## src/rtl/min_os_rx_if.sv

```systemverilog
// min_os_rx_if: serial input and virtual switch/button outputs of the MinOS receiver
interface min_os_rx_if;
  logic       RX;
  logic [7:0] SWITCHES;
  logic [3:0] BUTTONS;
  logic       FRAME_OK;
  logic       FRAME_ERR;
  modport master (output RX, input SWITCHES, BUTTONS, FRAME_OK, FRAME_ERR);
  modport slave  (input RX, output SWITCHES, BUTTONS, FRAME_OK, FRAME_ERR);
endinterface

```

## src/rtl/min_os_rx.sv

```systemverilog
// min_os_rx: UART 8N1 receiver decoding two-byte commands into virtual switches and buttons
module min_os_rx #(
  parameter int         CLKS_PER_BIT = 868,
  parameter int         TIMEOUT_BITS = 20,
  parameter logic [7:0] CMD_SW       = 8'h53,
  parameter logic [7:0] CMD_BTN      = 8'h42
) (
  input logic         CLK,
  input logic         RST,
  min_os_rx_if.slave  bus
);
  localparam int TICK_W  = $clog2(CLKS_PER_BIT) + 1;
  localparam int TMR_MAX = TIMEOUT_BITS * CLKS_PER_BIT;
  localparam int TMR_W   = $clog2(TMR_MAX) + 1;
  localparam logic [TICK_W-1:0] HALF_END = TICK_W'(CLKS_PER_BIT / 2 - 1);
  localparam logic [TICK_W-1:0] BIT_END  = TICK_W'(CLKS_PER_BIT - 1);
  localparam logic [TMR_W-1:0]  TMR_END  = TMR_W'(TMR_MAX - 1);
  localparam logic [1:0] IDLE = 2'd0, START = 2'd1, DATA = 2'd2, STOP = 2'd3;
  localparam logic [0:0] F_CMD = 1'b0, F_DATA = 1'b1;
  logic              rx_s1, rx_s2;
  logic [1:0]        bit_state;
  logic [TICK_W-1:0] tick;
  logic [2:0]        bit_cnt;
  logic [7:0]        shift;
  logic              byte_valid, byte_err;
  logic [0:0]        frame_state;
  logic              cmd_sw;
  logic [TMR_W-1:0]  timer;
  logic              cmd_known, timer_run, timed_out;
  assign cmd_known = (shift == CMD_SW) || (shift == CMD_BTN);
  assign timer_run = (frame_state == F_DATA) && (bit_state == IDLE);
  assign timed_out = timer_run && (timer == TMR_END);
  // two-flop synchronizer, idle-high after reset so no false start bit
  always_ff @(posedge CLK) begin
    if (RST) {rx_s1, rx_s2} <= 2'b11;
    else     {rx_s1, rx_s2} <= {bus.RX, rx_s1};
  end
  // bit FSM: start-bit qualification at mid-bit, then one sample per bit time
  always_ff @(posedge CLK) begin
    if (RST) begin
      bit_state  <= IDLE;
      tick       <= '0;
      bit_cnt    <= '0;
      shift      <= '0;
      byte_valid <= 1'b0;
      byte_err   <= 1'b0;
    end else begin
      byte_valid <= 1'b0;
      byte_err   <= 1'b0;
      case (bit_state)
        IDLE: begin
          tick    <= '0;
          bit_cnt <= '0;
          if (!rx_s2) bit_state <= START;
        end
        START: begin
          tick <= (tick == HALF_END) ? '0 : tick + TICK_W'(1);
          if (tick == HALF_END) bit_state <= rx_s2 ? IDLE : DATA;
        end
        DATA: begin
          tick <= (tick == BIT_END) ? '0 : tick + TICK_W'(1);
          if (tick == BIT_END) begin
            shift   <= {rx_s2, shift[7:1]};
            bit_cnt <= bit_cnt + 3'd1;
            if (bit_cnt == 3'd7) bit_state <= STOP;
          end
        end
        default: begin
          tick <= (tick == BIT_END) ? '0 : tick + TICK_W'(1);
          if (tick == BIT_END) begin
            byte_valid <= rx_s2;
            byte_err   <= !rx_s2;
            bit_state  <= IDLE;
          end
        end
      endcase
    end
  end
  // frame FSM: command byte then data byte, with an idle-time limit between them
  always_ff @(posedge CLK) begin
    if (RST) begin
      frame_state   <= F_CMD;
      cmd_sw        <= 1'b0;
      timer         <= '0;
      bus.SWITCHES  <= '0;
      bus.BUTTONS   <= '0;
      bus.FRAME_OK  <= 1'b0;
      bus.FRAME_ERR <= 1'b0;
    end else begin
      bus.FRAME_OK  <= byte_valid && (frame_state == F_DATA);
      bus.FRAME_ERR <= byte_err || (byte_valid && (frame_state == F_CMD) && !cmd_known) ||
                       (!byte_valid && !byte_err && timed_out);
      if (byte_err) begin
        frame_state <= F_CMD;
      end else if (byte_valid) begin
        if (frame_state == F_CMD) begin
          if (cmd_known) begin
            frame_state <= F_DATA;
            cmd_sw      <= (shift == CMD_SW);
            timer       <= '0;
          end
        end else begin
          frame_state <= F_CMD;
          if (cmd_sw) bus.SWITCHES <= shift;
          else        bus.BUTTONS  <= shift[3:0];
        end
      end else if (timed_out) begin
        frame_state <= F_CMD;
      end else if (timer_run) begin
        timer <= timer + TMR_W'(1);
      end
    end
  end
endmodule

```

## src/flat_wrapper.sv

```systemverilog
// flat-port wrapper written by rule: the top's interface ports become plain ports
module min_os_rx_flat 
#(
  parameter int         CLKS_PER_BIT = 868,
  parameter int         TIMEOUT_BITS = 20,
  parameter logic [7:0] CMD_SW       = 8'h53,
  parameter logic [7:0] CMD_BTN      = 8'h42
)
  (CLK, RST, bus_RX, bus_SWITCHES, bus_BUTTONS, bus_FRAME_OK, bus_FRAME_ERR);
  min_os_rx_if bus_i ();
  input logic CLK;
  input logic RST;
  input wire logic [$bits(bus_i.RX)-1:0] bus_RX;
  output wire logic [$bits(bus_i.SWITCHES)-1:0] bus_SWITCHES;
  output wire logic [$bits(bus_i.BUTTONS)-1:0] bus_BUTTONS;
  output wire logic [$bits(bus_i.FRAME_OK)-1:0] bus_FRAME_OK;
  output wire logic [$bits(bus_i.FRAME_ERR)-1:0] bus_FRAME_ERR;
  assign bus_i.RX = bus_RX;
  assign bus_SWITCHES = bus_i.SWITCHES;
  assign bus_BUTTONS = bus_i.BUTTONS;
  assign bus_FRAME_OK = bus_i.FRAME_OK;
  assign bus_FRAME_ERR = bus_i.FRAME_ERR;
  min_os_rx #(.CLKS_PER_BIT(CLKS_PER_BIT), .TIMEOUT_BITS(TIMEOUT_BITS), .CMD_SW(CMD_SW), .CMD_BTN(CMD_BTN)) u_core (.CLK(CLK), .RST(RST), .bus(bus_i));
endmodule
```

## config.mk

```make
export PLATFORM = sky130hd
export DESIGN_NAME = min_os_rx_flat
export DESIGN_NICKNAME = d
export VERILOG_FILES = /design/src/rtl/min_os_rx_if.sv /design/src/rtl/min_os_rx.sv /design/src/flat_wrapper.sv
export SDC_FILE = /design/constraint.sdc
export NUM_CORES = 1
export LEC_CHECK = 0
export BUFFER_PORTS_ARGS = -buffer_cell sky130_fd_sc_hd__buf_4
export CORE_MARGIN = 2
export CORE_UTILIZATION = 50
export DETAILED_ROUTE_END_ITERATION = 8
export PLACE_DENSITY = 0.76
export SLEW_MARGIN = 20
export SYNTH_ARGS = -nofsm -noshare
export SYNTH_HDL_FRONTEND = slang
export SYNTH_SLANG_ARGS = --single-unit
export TNS_END_PERCENT = 20
```

## constraint.sdc

```tcl
create_clock -name CLK -period 3.9 [get_ports CLK]
set_input_delay 0.39 -clock CLK [delete_from_list [all_inputs] [get_ports CLK]]
set_output_delay 0.39 -clock CLK [all_outputs]
set_load 0.01 [all_outputs]
```

Yosys cells after proc, flatten, opt, wreduce, memory -nomap -nowiden
Cells that the tools add are included.
{"block": "word_totals", "inputBits": 3, "output_inout_bits": 14, "register_bits": 60, "word_cells": 86}
{"block": "classes", "reduce_logical": 28, "add_sub_neg": 3, "eq_ne": 15, "mux": 21, "n_bitwise": 4}
{"op": "2-to-1 mux 16 bit", "n": 5}
{"op": "2-to-1 mux 11 bit", "n": 2}
{"op": "one-hot mux 11 bit (2 select lines)", "n": 1}
{"op": "adder 16 x 1 -> 16 bit (second input constant)", "n": 1}
{"op": "equality test 16 x 15 -> 1 bit (second input constant)", "n": 1}
{"op": "equality test 8 x 7 -> 1 bit (second input constant)", "n": 2}
{"op": "2-to-1 mux 2 bit", "n": 6}
{"op": "AND reduction 4 bit", "n": 3}
{"op": "adder 11 x 1 -> 11 bit (second input constant)", "n": 1}
{"op": "equality test 11 x 10 -> 1 bit (second input constant)", "n": 1}
{"op": "equality test 11 x 9 -> 1 bit (second input constant)", "n": 1}
{"op": "AND reduction 5 bit", "n": 2}
{"op": "inequality test 2 x 1 -> 1 bit (second input constant)", "n": 4}
{"op": "logical AND 1 bit", "n": 7}
{"op": "inequality test 2 bit (second input constant)", "n": 3}
{"op": "one-hot mux 2 bit (3 select lines)", "n": 1}
{"op": "one-hot mux 3 bit (2 select lines)", "n": 1}
{"op": "nonzero test 2 bit", "n": 3}
{"op": "OR reduction 5 bit", "n": 1}
{"op": "zero test 1 bit", "n": 4}
{"op": "2-to-1 mux 1 bit", "n": 4}
{"op": "inverter 1 bit", "n": 4}
{"op": "AND reduction 2 bit", "n": 2}
{"op": "adder 3 x 1 -> 3 bit (second input constant)", "n": 1}
{"op": "other kinds (8)", "n": 10}

Depth between registers and ports, before layout
Gate-level depths: netlist of the first run.
{"block": "depth", "depth_word": 6, "ltp_mapped": 7, "depth_no_buf": 7}

Least setup slack after synthesis of the first run
Ideal clock, no wire load.
{"block": "synth_timing", "path_kind": "register to register", "from": "reg u_core.tick[3]", "to": "reg u_core.byte_err", "t_arrival_ns": 1.921, "stages_incl_launch_ff": 5, "setup_time_ns": 0.065, "path_slack_ns": 1.914, "period_less_slack_ns": 1.986, "path_buffers": 0, "t_required_ns": 3.835, "cell_sequence": "dfxtp_1 -> or4b_4 -> or4_4 -> or4_4 -> nor2_1"}
{"block": "synth_via", "elab_chain_cells": 3}
{"item": "from (decl)", "line_no": "min_os_rx.sv:22", "rtl": "logic [TICK_W-1:0] tick;"}
{"item": "from (signal assigned)", "line_no": "min_os_rx.sv:57", "rtl": "tick <= (tick == HALF_END) ? '0 : tick + TICK_W'(1);"}
{"item": "from (signal assigned)", "line_no": "min_os_rx.sv:61", "rtl": "tick <= (tick == BIT_END) ? '0 : tick + TICK_W'(1);"}
{"item": "from (signal assigned)", "line_no": "min_os_rx.sv:69", "rtl": "tick <= (tick == BIT_END) ? '0 : tick + TICK_W'(1);"}
{"item": "equality test 11 x 10 -> 1 bit", "line_no": "min_os_rx.sv:70", "rtl": "if (tick == BIT_END) begin"}
{"item": "inverter 1 bit (no source line)"}
{"item": "OR reduction 5 bit (no source line)"}
{"item": "to (signal assigned)", "line_no": "min_os_rx.sv:72", "rtl": "byte_err <= !rx_s2;"}
{"item": "to (decl)", "line_no": "min_os_rx.sv:25", "rtl": "logic byte_valid, byte_err;"}
Every way passes these cells.
A chain may end at the register's enable or synchronous reset.

Worst setup path in the final report of the first run
{"block": "layout_timing", "from": "reg u_core.tick[5]", "to": "reg u_core.bit_cnt[0]"}
{"block": "layout_via", "elab_chain_cells": 3}
{"item": "equality test 11 x 10 -> 1 bit", "line_no": "min_os_rx.sv:62", "rtl": "if (tick == BIT_END) begin"}
{"item": "inequality test 2 x 1 -> 1 bit (no source line)"}
{"item": "AND reduction 2 bit (no source line)"}
{"item": "to (signal assigned)", "line_no": "min_os_rx.sv:64", "rtl": "bit_cnt <= bit_cnt + 3'd1;"}
{"item": "to (decl)", "line_no": "min_os_rx.sv:23", "rtl": "logic [2:0] bit_cnt;"}
Every way passes these cells.

==> results.txt, run 1 <==
- For flop-to-flop paths, the worst setup slack is between 1.5 and 2 ns.
- Data required time at the worst endpoint: around 4.2 ns
* Detailed-placement wirelength estimate: approximately 3.8 mm
- Area share of the leading cell type in the synthesized netlist: a little over two fifths
- Setup repair after global routing left no endpoint under its margin.
* Number of standard-cell rows in the floorplan: 27
* Type of element launching the critical path: flip-flop
* Global placer's final weighted congestion: between 0.8 and 0.9
- Yosys printed 0 warnings.
- After layout, the worst setup slack is 1.73 ns.
* Post-route ant nets: 0
- IR analysis of the VDD net gives a maximum drop of roughly 0.00025 V.
- Summed over all nets, the switching power comes to around 0.00034 W.
- Accumulated negative setup slack: 0 ns
* Worst clock skew: roughly 0.009 ns
- After synthesis, the netlist uses 53 different library cells.
- Arrival time of data at the critical path endpoint: about 2.4 ns
- Clock latency on the worst-skew pair: between 0.3 and 0.4 ns
- FF-to-FF End: u_core.bit_cnt[0]
- Count of placed standard cells in the final layout, fillers left out: 417
- DRC: 0
- The number of nets handed over by synthesis was 333.
* Height of the die: 78.4 microns
- Power spread over the standard cell area amounts to around 450 nW/um^2.
- Wire length of the first global-routing pass: 9.67 mm
- CP Max Fanout: 11
* Most instantiated library cell after synthesis: dfxtp_1
* Root Buffer: clkbuf_8
* Number of endpoints failing setup at the final stage: 0
- Buffers inserted to repair hold after CTS numbered 0.
- In this run the tightest slew margin relative to its limit is a little over half.
- The startpoint identified for the worst register-to-register timing path is u_core.tick[5].
- Buffers placed on the I/O ports in this run total 16.
- Setup slack at placement: around 1.7 ns
- Die extent in x: between 70 and 80 microns
- Count of final hold-check violations: 0
- Total inserted antenna cells: 0
* Die ar.: a little over 6000 sq um
- After detailed routing, the average wire length per cell comes to between 10 and 15 microns.
- The worst path uses 55.7% of the clock period.
- Final core utilization: between 50% and 60%
* Placed insts: between 400 and 500
- Largest area contributor in the netlist: dfxtp_1
- In this run, CTS created clock tree buffers numbering 9.
* Max-Cap Viols: 0
* Initial core utilization: 50.8%
- Vias in the first global route: between 2000 and 2500
- Outcome: completed
* Core area: between 5000 and 6000 sq um
* Antenna violations before repair: 0
- Vias after detailed routing: between 2000 and 2500
* Number of sinks handled by clock tree synthesis: 60
- Register area: between 1000 and 1500 sq um
* Top FF cell, synth: dfxtp_1
- Share of power burned in the clock network: between 40% and 50%
- Combinational logic burns 8.0% of the power.
- Entering global routing, the biggest net connects 43 pins.
- Setup bufs post-CTS: 0
- Asr flop ratio synth: 0%
* H-tree levels: 3
- Syn-to-layout area delta: 15.7%
* Clock tree from TritonCTS: done
- Post-synthesis sequential element count: 60
- The critical path ends at u_core.bit_cnt[0].
- Timing would allow up to approximately 460 MHz.
- Internal portion of total power: 0.00110 W
* Setup crit start: u_core.tick[5]
* Number of standard cells after synthesis: 321
* Sequential share of the synthesized area: between 40% and 50%
- Post-route cell area: between 3000 and 4000 sq um
- Ports: 17
* Critical path endpoint category: flip-flop
* Total placed instance area: 2950 sq um
- Via density per instance: 5.62
- Counting cells, the worst reg-to-reg path comes to 5.
- Clock slew seen by the registers of the worst setup and hold paths: about 0.07 ns
- Footprint of the multi-input gates: between 1000 and 1500 sq um
- WS Path Type: reg -> reg
- The layout has between 400 and 500 filler cells.
- Iteration-0 DRC Markers: 174
- Counting along the longest clock path gives a buffer depth of 2.
* Detailed Route WL: 5.62 mm
* Most instantiated cells after synthesis: dfxtp_1 (60), nand2_1 (51), nor2_1 (34)
- Per report_power, the sequential group accounts for 44.3% of the total.
- Resize count post-CTS: 0
- For the pin with the worst max-slew slack, the measured transition is ~0.68 ns.
* Main area contributors after synthesis: dfxtp_1 (43%), nand2_1 (6.9%), nor2_1 (4.6%)
- Post-route minimum period: 2.17 ns
- Remaining Overflow, GRT: 0
- Post-synth EDFFs: 0
- The path class of the tightest hold or removal check is in -> reg.
- For this run, the total global-route usage over all layers was measured as approximately a fifth.
- Ratio of cells with drive above 1 in the final layout: a little over an eighth
- Number of iterations in the first detailed-routing pass: 5
- For this run, the post-layout net count is 352.
* Mean post-synth cell area: 8.61 sq um
- Number of slew-limit violations in the final report: 0
- The cell area that synthesis handed to floorplanning was about 2800 sq um.
* Net switching share of the total power: a little under a quarter
- In this run the static leakage power is about 1.2 nW.
## flip-flops by register name (all words and copies together), names as in the netlist
register and flops:
u_core.rx_s1 1, u_core.bus.FRAME_ERR 1, u_core.bit_state 2, u_core.tick 11, u_core.timer 16, u_core.bus.BUTTONS 4
u_core.bus.FRAME_OK 1, u_core.bus.SWITCHES 8, u_core.byte_valid 1, u_core.frame_state 1, u_core.shift 8, u_core.bit_cnt 3
u_core.cmd_sw 1, u_core.byte_err 1, u_core.rx_s2 1
## logic make-up (layout without fill, tap and decap cells)
family / after synthesis / in the layout / share of synthesized area [%]
compound gates: 67 / 67 / 16.7
fa+ha+maj: 9 / 9 / 4.07
buf+inv: 17 / 41 / 2.40
mux: 5 / 5 / 1.86
xor+xnor: 10 / 10 / 3.17
simple gates: 153 / 153 / 28.4
flops: 60 / 60 / 43.4
## power groups by stage
stage | Sequential, W | Clock (W) | Combinational, W
2_1_floorplan | 0.000648 | 0 | 0.0000893
3_3_place_gp | 0.000650 | 0 | 0.000112
3_5_place_dp | 0.000651 | 0 | 0.000114
4_1_cts | 0.000637 | 0.000701 | 0.000115
5_1_grt | 0.000639 | 0.000736 | 0.000131
6_report | 0.000637 | 0.000685 | 0.000115
## through the flow
step | total power (W) | hold WS, ns
after CTS | 0.00145 | 0.214
after global placement | 0.000762 | 0.393
final | 0.00144 | 0.231
after global routing | 0.00151 | 0.221
after detailed placement | 0.000764 | 0.397
after floorplan | 0.000737 | 0.389
## metal layers
layer,GRT usage (%),vias to the layer above,share of wire (%)
met5,0,-,0
met4,6.49,0,1.6
met3,7.01,10,4.1
met1,25.8,1096,48
li1,-,1196,-
met2,30.7,41,47
## how the worst min path moves through the flow
stage	startpoint	end	slack, ns	cells after the start
finish	bus_RX	u_core.rx_s1	0.23	2
global route	bus_RX	u_core.rx_s1	0.22	2
CTS	bus_RX	u_core.rx_s1	0.21	2
global placement	u_core.rx_s1	u_core.rx_s2	0.39	1
detailed placement	u_core.rx_s1	u_core.rx_s2	0.40	1
floorplan	u_core.rx_s1	u_core.rx_s2	0.39	1
## critical path: stages, from the launching register on
cell	delay, ns
dfxtp_1	0.42
or4b_4	0.51
nor4_1	0.47
and2_1	0.42
nor2_1	0.07
a211oi_1	0.20
## layout by cell type (no fill, tap or decap), drive strengths merged, types with 4 or more instances in the layout
cell type and n:
a221o 4, mux2i 4, o21ai 7, dfxtp 60, nor4 4, nor3 10, clkbuf 9, ha 9
buf 18, inv 8, and3 12, nand3 5, a21oi 24, xor2 4, nand2 51, xnor2 6
o31ai 5, a31oi 4, nand4 6, and2 5, nor2 34
## layout make-up
| class | count | area share (%) |
|---|---|---|
| Clock inverter | 7 | 3.87 |
| Sequential cell | 60 | 37.6 |
| Clock buffer | 9 | 3.87 |
| Timing Repair Buffer | 18 | 4.23 |
| Multi-Input combinational cell | 244 | 46.8 |
| Inverter | 7 | 0.822 |
| Tap cell | 72 | 2.82 |
No activity file was read; power rests on OpenSTA's default activity.
==> run 2: changes to the inputs <==
ABC_AREA = 1   (was default)
PLACE_DENSITY = 0.78   (was 0.76)
clock period = 1.8 ns   (was 3.9 ns; I/O delays follow)
==> results.txt, run 2 <==
- Outcome: completed
* Commonest non-fill, non-tap cell in the layout: nand2_1
- Total placed instance area: 3220 sq um
- Number of standard-cell rows in the floorplan: 28
- Post-Synthesis Cell Area: slightly below 3000 sq um
- Most instantiated cells after synthesis: nand2_1 (89), dfxtp_1 (60), inv_1 (52)
- The min-delay analysis places its worst path in the category in -> reg.
- In this run the remaining antenna-violating nets after routing total 0.
- Global placer's final weighted congestion: a little over 0.9
- Maximum number of pins on one net before global-route repair: 20
- The largest registers in the layout are u_core.timer x16, u_core.tick x11.
- Relative to the synthesized area, the layout overhead comes to 16.8%.
- Routed length per placed instance: 12.3 microns
- Asr flop ratio synth: 0%
- Area share of the leading cell type in the synthesized netlist: 40.5%
* Largest register FFs: 16
* Hold buffer count at cts: 0
* Largest area contributor in the netlist: dfxtp_1
- Root Buffer: clkbuf_8
- Top Family by Delay on Critical Path: simple AND/OR/NAND/NOR gates
- In the layout the commonest cells are nand2_1 (89), dfxtp_1 (60), inv_1 (50), nor2_1 (45), buf_4 (32).
- Post-synth EDFFs: 0
* Critical-path cell list: ha_1 -> nand2_2 -> nor2_2 -> nand2_2 -> nor2_4 -> nand3_4 -> nand3_4 -> buf_4 -> nand2_1 -> a21oi_2
* Ports: 17
- Die extent in x: roughly 81 microns
* Ratio of cells with drive above 1 in the final layout: between 10% and 20%
* Detailed-placement wirelength estimate: between 4 and 5 mm
- Antenna violations before repair: 0
- Clock buffer count from CTS: 9
* WS Path Type: reg -> reg
* Remaining Overflow, GRT: 0
* Max-Cap Viols: 0
* Vias after detailed routing: ~2700
- Maximum clock frequency: 601 MHz
- Setup slack at placement: between 0.06 and 0.07 ns
- Of all nets on the critical path, the largest fanout is 8.
- Clock latency on the worst-skew pair: around 0.34 ns
- Data on the critical path arrives at its endpoint at just under 2 ns.
- At the worst endpoint, the required time is between 2 and 2.5 ns.
- The max-slew violation total from the final report was 0.
* Initial core utilization: 50.9%
- Total Routing Usage GR: 21.6%
- Mean post-synth cell area: between 7 and 8 sq um
* Clock slew seen by the registers of the worst setup and hold paths: ~0.07 ns
* Count of placed standard cells in the final layout, fillers left out: around 530
- In this run the power density over the cells is about 800 nW/um^2.
* Synth warnings: 0
- Top FF cell, synth: dfxtp_1
- Max_slew headroom: about 74%
- Post-route minimum period: ~1.7 ns
- The number of global-route vias before repair was ~2400.
* Part of the power in registers: between 40 and 50%
* Sequential share of the synthesized area: ~40%
- Tcrit/Tclk final: between 90% and 100%
* Net switching power: between 0.0006 and 0.0007 W
* WP buf/inv: 1
- The first detailed-routing pass took 4 iterations.
* Iteration-0 DRC Markers: around 160
* Clock tree from TritonCTS: done
- The synthesized netlist contains 35 unique library cells.
- Height of the die: around 81 microns
- After layout, the worst setup slack is ~0.14 ns.
- Die ar.: 6560 sq um
- Internal portion of total power: 0.00209 W
- Detailed Route WL: between 6 and 7 mm
- The first global-routing pass estimated 10.9 mm of wire.
- Count of buffers inserted at the top-level ports: 16
- Ranked by flip-flop count, first place goes to u_core.timer.
- Net switching share of the total power: around 24%
* Share of power burned in combinational logic: under 10%
- Delay contributed by the slowest stage of the critical path: about 0.38 ns
- Reported leakage power: ~1.4 nW
- Using the TritonRoute via totals, the vias-per-cell ratio works out to 5.22.
- H-tree levels: 3
- No sink is reached through more buffers than the 2 on the longest clock path.
- Tightest Pin Transition: 0.380 ns
* Share of power burned in the clock network: 43.4%
* Worst clock skew: 0.00835 ns
* Count of final hold-check violations: 0
- Placed insts: about 500
- # nets final: around 460
* Post-route cell area: around 3500 sq um
- R2R Setup Slk: approximately 0.14 ns
- Number of standard cells after synthesis: 414
* Type of element launching the critical path: flip-flop
* Largest vdd supply drop: ~0.00061 V
* Main area contributors after synthesis: dfxtp_1 (41%), nand2_1 (11%), inv_1 (6.6%)
- Total inserted antenna cells: 0
- Number of endpoints failing setup at the final stage: 0
* Post-synthesis sequential element count: 60
- The largest individual stage delay along the critical path comes from the cell dfxtp_1.
- The total area inside the core boundary comes to around 5800 sq um.
- Counting every sink on the clock net gives 60.
- Net count of the mapped netlist: 426
- By instance count, the leading cell after synthesis is nand2_1.
* DRC: 0
- The worst setup path is captured at a flip-flop.
[run 2: changes by cell type in the layout (fill, tap and decap cells not counted), moves of 7 or more]
cell / delta
inv_1: +43
nand2_1: +38
o21ai_0: +23
nand3_1: +18
buf_4: +14
and3_1: -11
nor2_1: +11
a21oi_1: +7
[run 2: cell type report]
| class | instances | area, sq um |
|---|---|---|
| Clock buffer | 10 | 138 |
| Clock inverter | 6 | 63.8 |
| Fill cell | 534 | 2350 |
| Inverter | 54 | 206 |
| Multi-Input combinational cell | 290 | 1520 |
| Sequential cell | 60 | 1200 |
| Tap cell | 75 | 93.8 |
| Timing Repair Buffer | 32 | 240 |
[run 2: cell families after synthesis]
kind of cell             count (synthesis)  share of synthesized area, %
XOR/XNOR                                 6                          1.77
adder cells (fa/ha/maj)                  9                          3.80
AO/OA/AOI/OAI                           75                          14.0
buffers and inverters                   64                          8.95
flip-flops                              60                          40.5
AND/OR/NAND/NOR                        200                          30.9
[run 2: per-layer routing]
layer / GRT usage [%] / up-vias / share of wire, %
li1: - / 1410 / -
met1: 26.6 / 1259 / 47
met2: 35.4 / 64 / 48
met3: 5.11 / 16 / 3.5
met4: 10.3 / 0 / 2.0
met5: 0 / - / 0
[run 2: worst paths after layout]
check	from	end	cells after the start
setup / recovery	u_core.timer[1]	u_core.timer[7]	10
hold / removal	bus_RX	u_core.rx_s1	2
setup reg to reg	u_core.timer[1]	u_core.timer[7]	10
hold reg to reg	u_core.rx_s1	u_core.rx_s2	1
[run 2: metrics by stage]
stage	util [%]	power [W]	hold WS [ns]	TNS, ns
after floorplan	-	0.00153	0.284	0
after global placement	55.4	0.00158	0.368	0
after detailed placement	55.4	0.00159	0.387	0
after CTS	58.8	0.00279	0.0314	0
after global routing	59.5	0.00290	0.0275	-0.00905
final	59.5	0.00277	0.0467	0
[run 2: power by group through the flow]
stage	clock network, W	registers (W)	logic [W]
finish	0.00120	0.00136	0.000209
global route	0.00130	0.00136	0.000245
CTS	0.00123	0.00136	0.000205
detailed placement	0	0.00139	0.000204
global placement	0	0.00138	0.000195
floorplan	0	0.00139	0.000143
[run 2: worst reg2reg max path, stage by stage, from the launching register on]
cell and delay [ns]:
dfxtp_1 0.38, ha_1 0.20, nand2_2 0.09, nor2_2 0.11, nand2_2 0.08, nor2_4 0.14
nand3_4 0.09, nand3_4 0.12, buf_4 0.18, nand2_1 0.07, a21oi_2 0.13
[run 2: repair_timing]
action	4_1_cts	5_1_grt
setup buffers	0	2
endpoints found under the hold margin	0	0
gates resized for setup	0	7
setup endpoints to repair	0	18
==> run 3: changes to the inputs <==
CORE_UTILIZATION = 38   (was 50)
PLACE_DENSITY = 0.64   (was 0.78)
==> results.txt, run 3 (synthesis results as in run 2) <==
- Maximum number of pins on one net before global-route repair: 19
- The clock period could shrink to 1.59 ns.
- After detailed routing, the average wire length per cell comes to about 11 microns.
- The critical path is of the reg -> reg type.
- For this design the ratio of total power to cell area is 841 nW/um^2.
* Initial core utilization: between 30% and 40%
* R2R Path Start: u_core.bit_state[1]
- Using the TritonRoute via totals, the vias-per-cell ratio works out to ~4.7.
- Clock buffer count from CTS: 9
- Total Routing Usage GR: roughly 16%
- Setup slack at placement: approximately 0.051 ns
* Setup crit start: u_core.bit_state[1]
- Remaining Overflow, GRT: 0
- Die ar.: ~8500 sq um
- Clock tree from TritonCTS: done
* Wire length of the first global-routing pass: 11.2 mm
* Number of sinks handled by clock tree synthesis: 60
- Iteration-0 DRC Markers: 121
- In this run the horizontal extent of the chip is 92.3 microns.
- Number of iterations in the first detailed-routing pass: 4
* Type of element launching the critical path: flip-flop
* Top library cells by usage in the layout, fill and taps aside: nand2_1 (89), dfxtp_1 (56), inv_1 (49), nor2_1 (47), buf_4 (32)
- Detailed Route WL: around 6.3 mm
* Outcome: completed
- Data on the critical path is required at its endpoint by 2.08 ns.
* Count of final hold-check violations: 0
- Root Buffer: clkbuf_8
* Clock tree buffer depth: 2
* Antenna violations before repair: 0
- The register with the most flip-flops in the layout has 16 of them.
- Critical path endpoint category: flip-flop
- In the final layout, the registers with the most flip-flops are u_core.timer x16, u_core.tick x11.
- u_core.timer holds more flip-flops than any other register.
- RSZ-0062 raised after global routing: yes
* Clock latency on the worst-skew pair: approximately 0.35 ns
* Class of the worst hold path: in -> reg
* Startpoint of the tightest hold check path: RST
- Setup slack on the critical path of the routed design comes to slightly above 0.2 ns.
- Ports: 17
* Critical path endpoint: u_core.timer[5]
- In this run the number of H-tree levels came out at 3.
- From synthesis to final layout, the design area changed by 19.8%.
- Routability-driven placement finished with a final weighted congestion of ~0.84.
* Arrival time of data at the critical path endpoint: 1.88 ns
- R2R Setup Slk: about 0.21 ns
- Worst clock skew: around 0.0077 ns
- # nets final: 460
* Vias in the first global route: roughly 2500
- The count of nets left with antenna violations once routing finished came out at 0.
* Number of standard-cell rows in the floorplan: 32
* Placed insts: about 540
- DRC: 0
* CP Max Fanout: 7
* Max-Cap Viols: 0
- Tcrit/Tclk final: 88.6%
- Count of placed standard cells in the final layout, fillers left out: around 560
- Across all hold checks on the routed design, the worst slack comes to around 0.24 ns.
- The analysis attributes to cell leakage a power of approximately 1.5 nW.
- Number of slew-limit violations in the final report: 0
* Maximum clock frequency: approximately 630 MHz
- 0 antenna diodes ended up in the layout.
* Detailed-placement wirelength estimate: 4.55 mm
- At the pin with the least slew margin, the transition time is ~0.36 ns.
* FF-to-FF End: u_core.timer[5]
- Commonest non-fill, non-tap cell in the layout: nand2_1
- The final route contains between 2000 and 3000 vias.
* Count of buffers inserted at the top-level ports: 16
- Setup violations remaining at the end of the flow were counted as 0.
- Clock slew seen by the registers of the worst setup and hold paths: approximately 0.07 ns
* Height of the die: 92.3 microns
- The core region is approximately 7600 sq um.
- The post-route netlist has 17.4% of its cells at a drive strength greater than 1.
- Reg2Reg Depth: 12
- Max_slew headroom: approximately three quarters
* Largest vdd supply drop: about 0.00046 V
run 3: cell count changes in the layout (fill, tap and decap cells not counted), sizes merged:
cell,delta
clkinv,-2
bufinv,+1
clkbuf,+1
dlygate4sd3,+1
run 3: how the worst min path moves through the flow:
stage,slack (ns),cells past startpoint,to
2_1_floorplan,0.28,1,u_core.rx_s1
3_3_place_gp,0.37,2,u_core.rx_s1
3_5_place_dp,0.37,2,u_core.rx_s1
4_1_cts,0.23,3,u_core.timer[7]
5_1_grt,0.27,3,u_core.timer[7]
6_report,0.24,3,u_core.timer[3]
run 3: power breakdown:
group          leakage [nW]  total [W]  internal [W]  switching (W)
sequential            0.486    0.00136       0.00134      0.0000167
combinational         0.854   0.000204     0.0000755       0.000129
clock                 0.112    0.00142      0.000857       0.000565
run 3: final cells by class:
cell class	count	area, sq um
inverters	54	206
well taps	102	128
clock inverters	5	83.8
clock buffers	11	151
multi-input cells	290	1530
repair buffers	33	250
fillers	780	4100
flip-flops and latches	60	1210
run 3: worst max-delay path, stage by stage (launching register included):
cell,delay [ns]
dfxtp_2,0.35
inv_2,0.10
ha_4,0.14
nand2_2,0.08
inv_2,0.06
nand2_1,0.08
nor2_4,0.14
nand3_4,0.09
nand3_4,0.12
clkinvlp_4,0.17
nand2_1,0.10
nand2_1,0.05
nor2_1,0.07
run 3: what timing repair did:
item / in CTS / in global routing
setup buffers: 0 / 3
resized for setup: 0 / 12
hold buffers: 1 / 0
endpoints found under the setup margin: 0 / 32
hold endpoints to repair: 1 / 0
run 3: routing by layer:
metal  vias up  part of all wire, %  GRT usage [%]
li1       1406                    -              -
met1      1177                   49           21.1
met2        32                   45           25.6
met3        11                  3.8           4.80
met4         0                  1.7           6.72
met5         -                    0              0
run 3: per-stage QoR:
step	instance area, sq um	setup TNS [ns]	total power (W)	util, %
6_report	3550	0	0.00299	46.4
3_5_place_dp	3250	0	0.00158	42.4
5_1_grt	3550	-0.0301	0.00312	46.4
4_1_cts	3490	0	0.00300	45.6
3_3_place_gp	3250	0	0.00158	42.4
2_1_floorplan	2960	0	0.00153	-
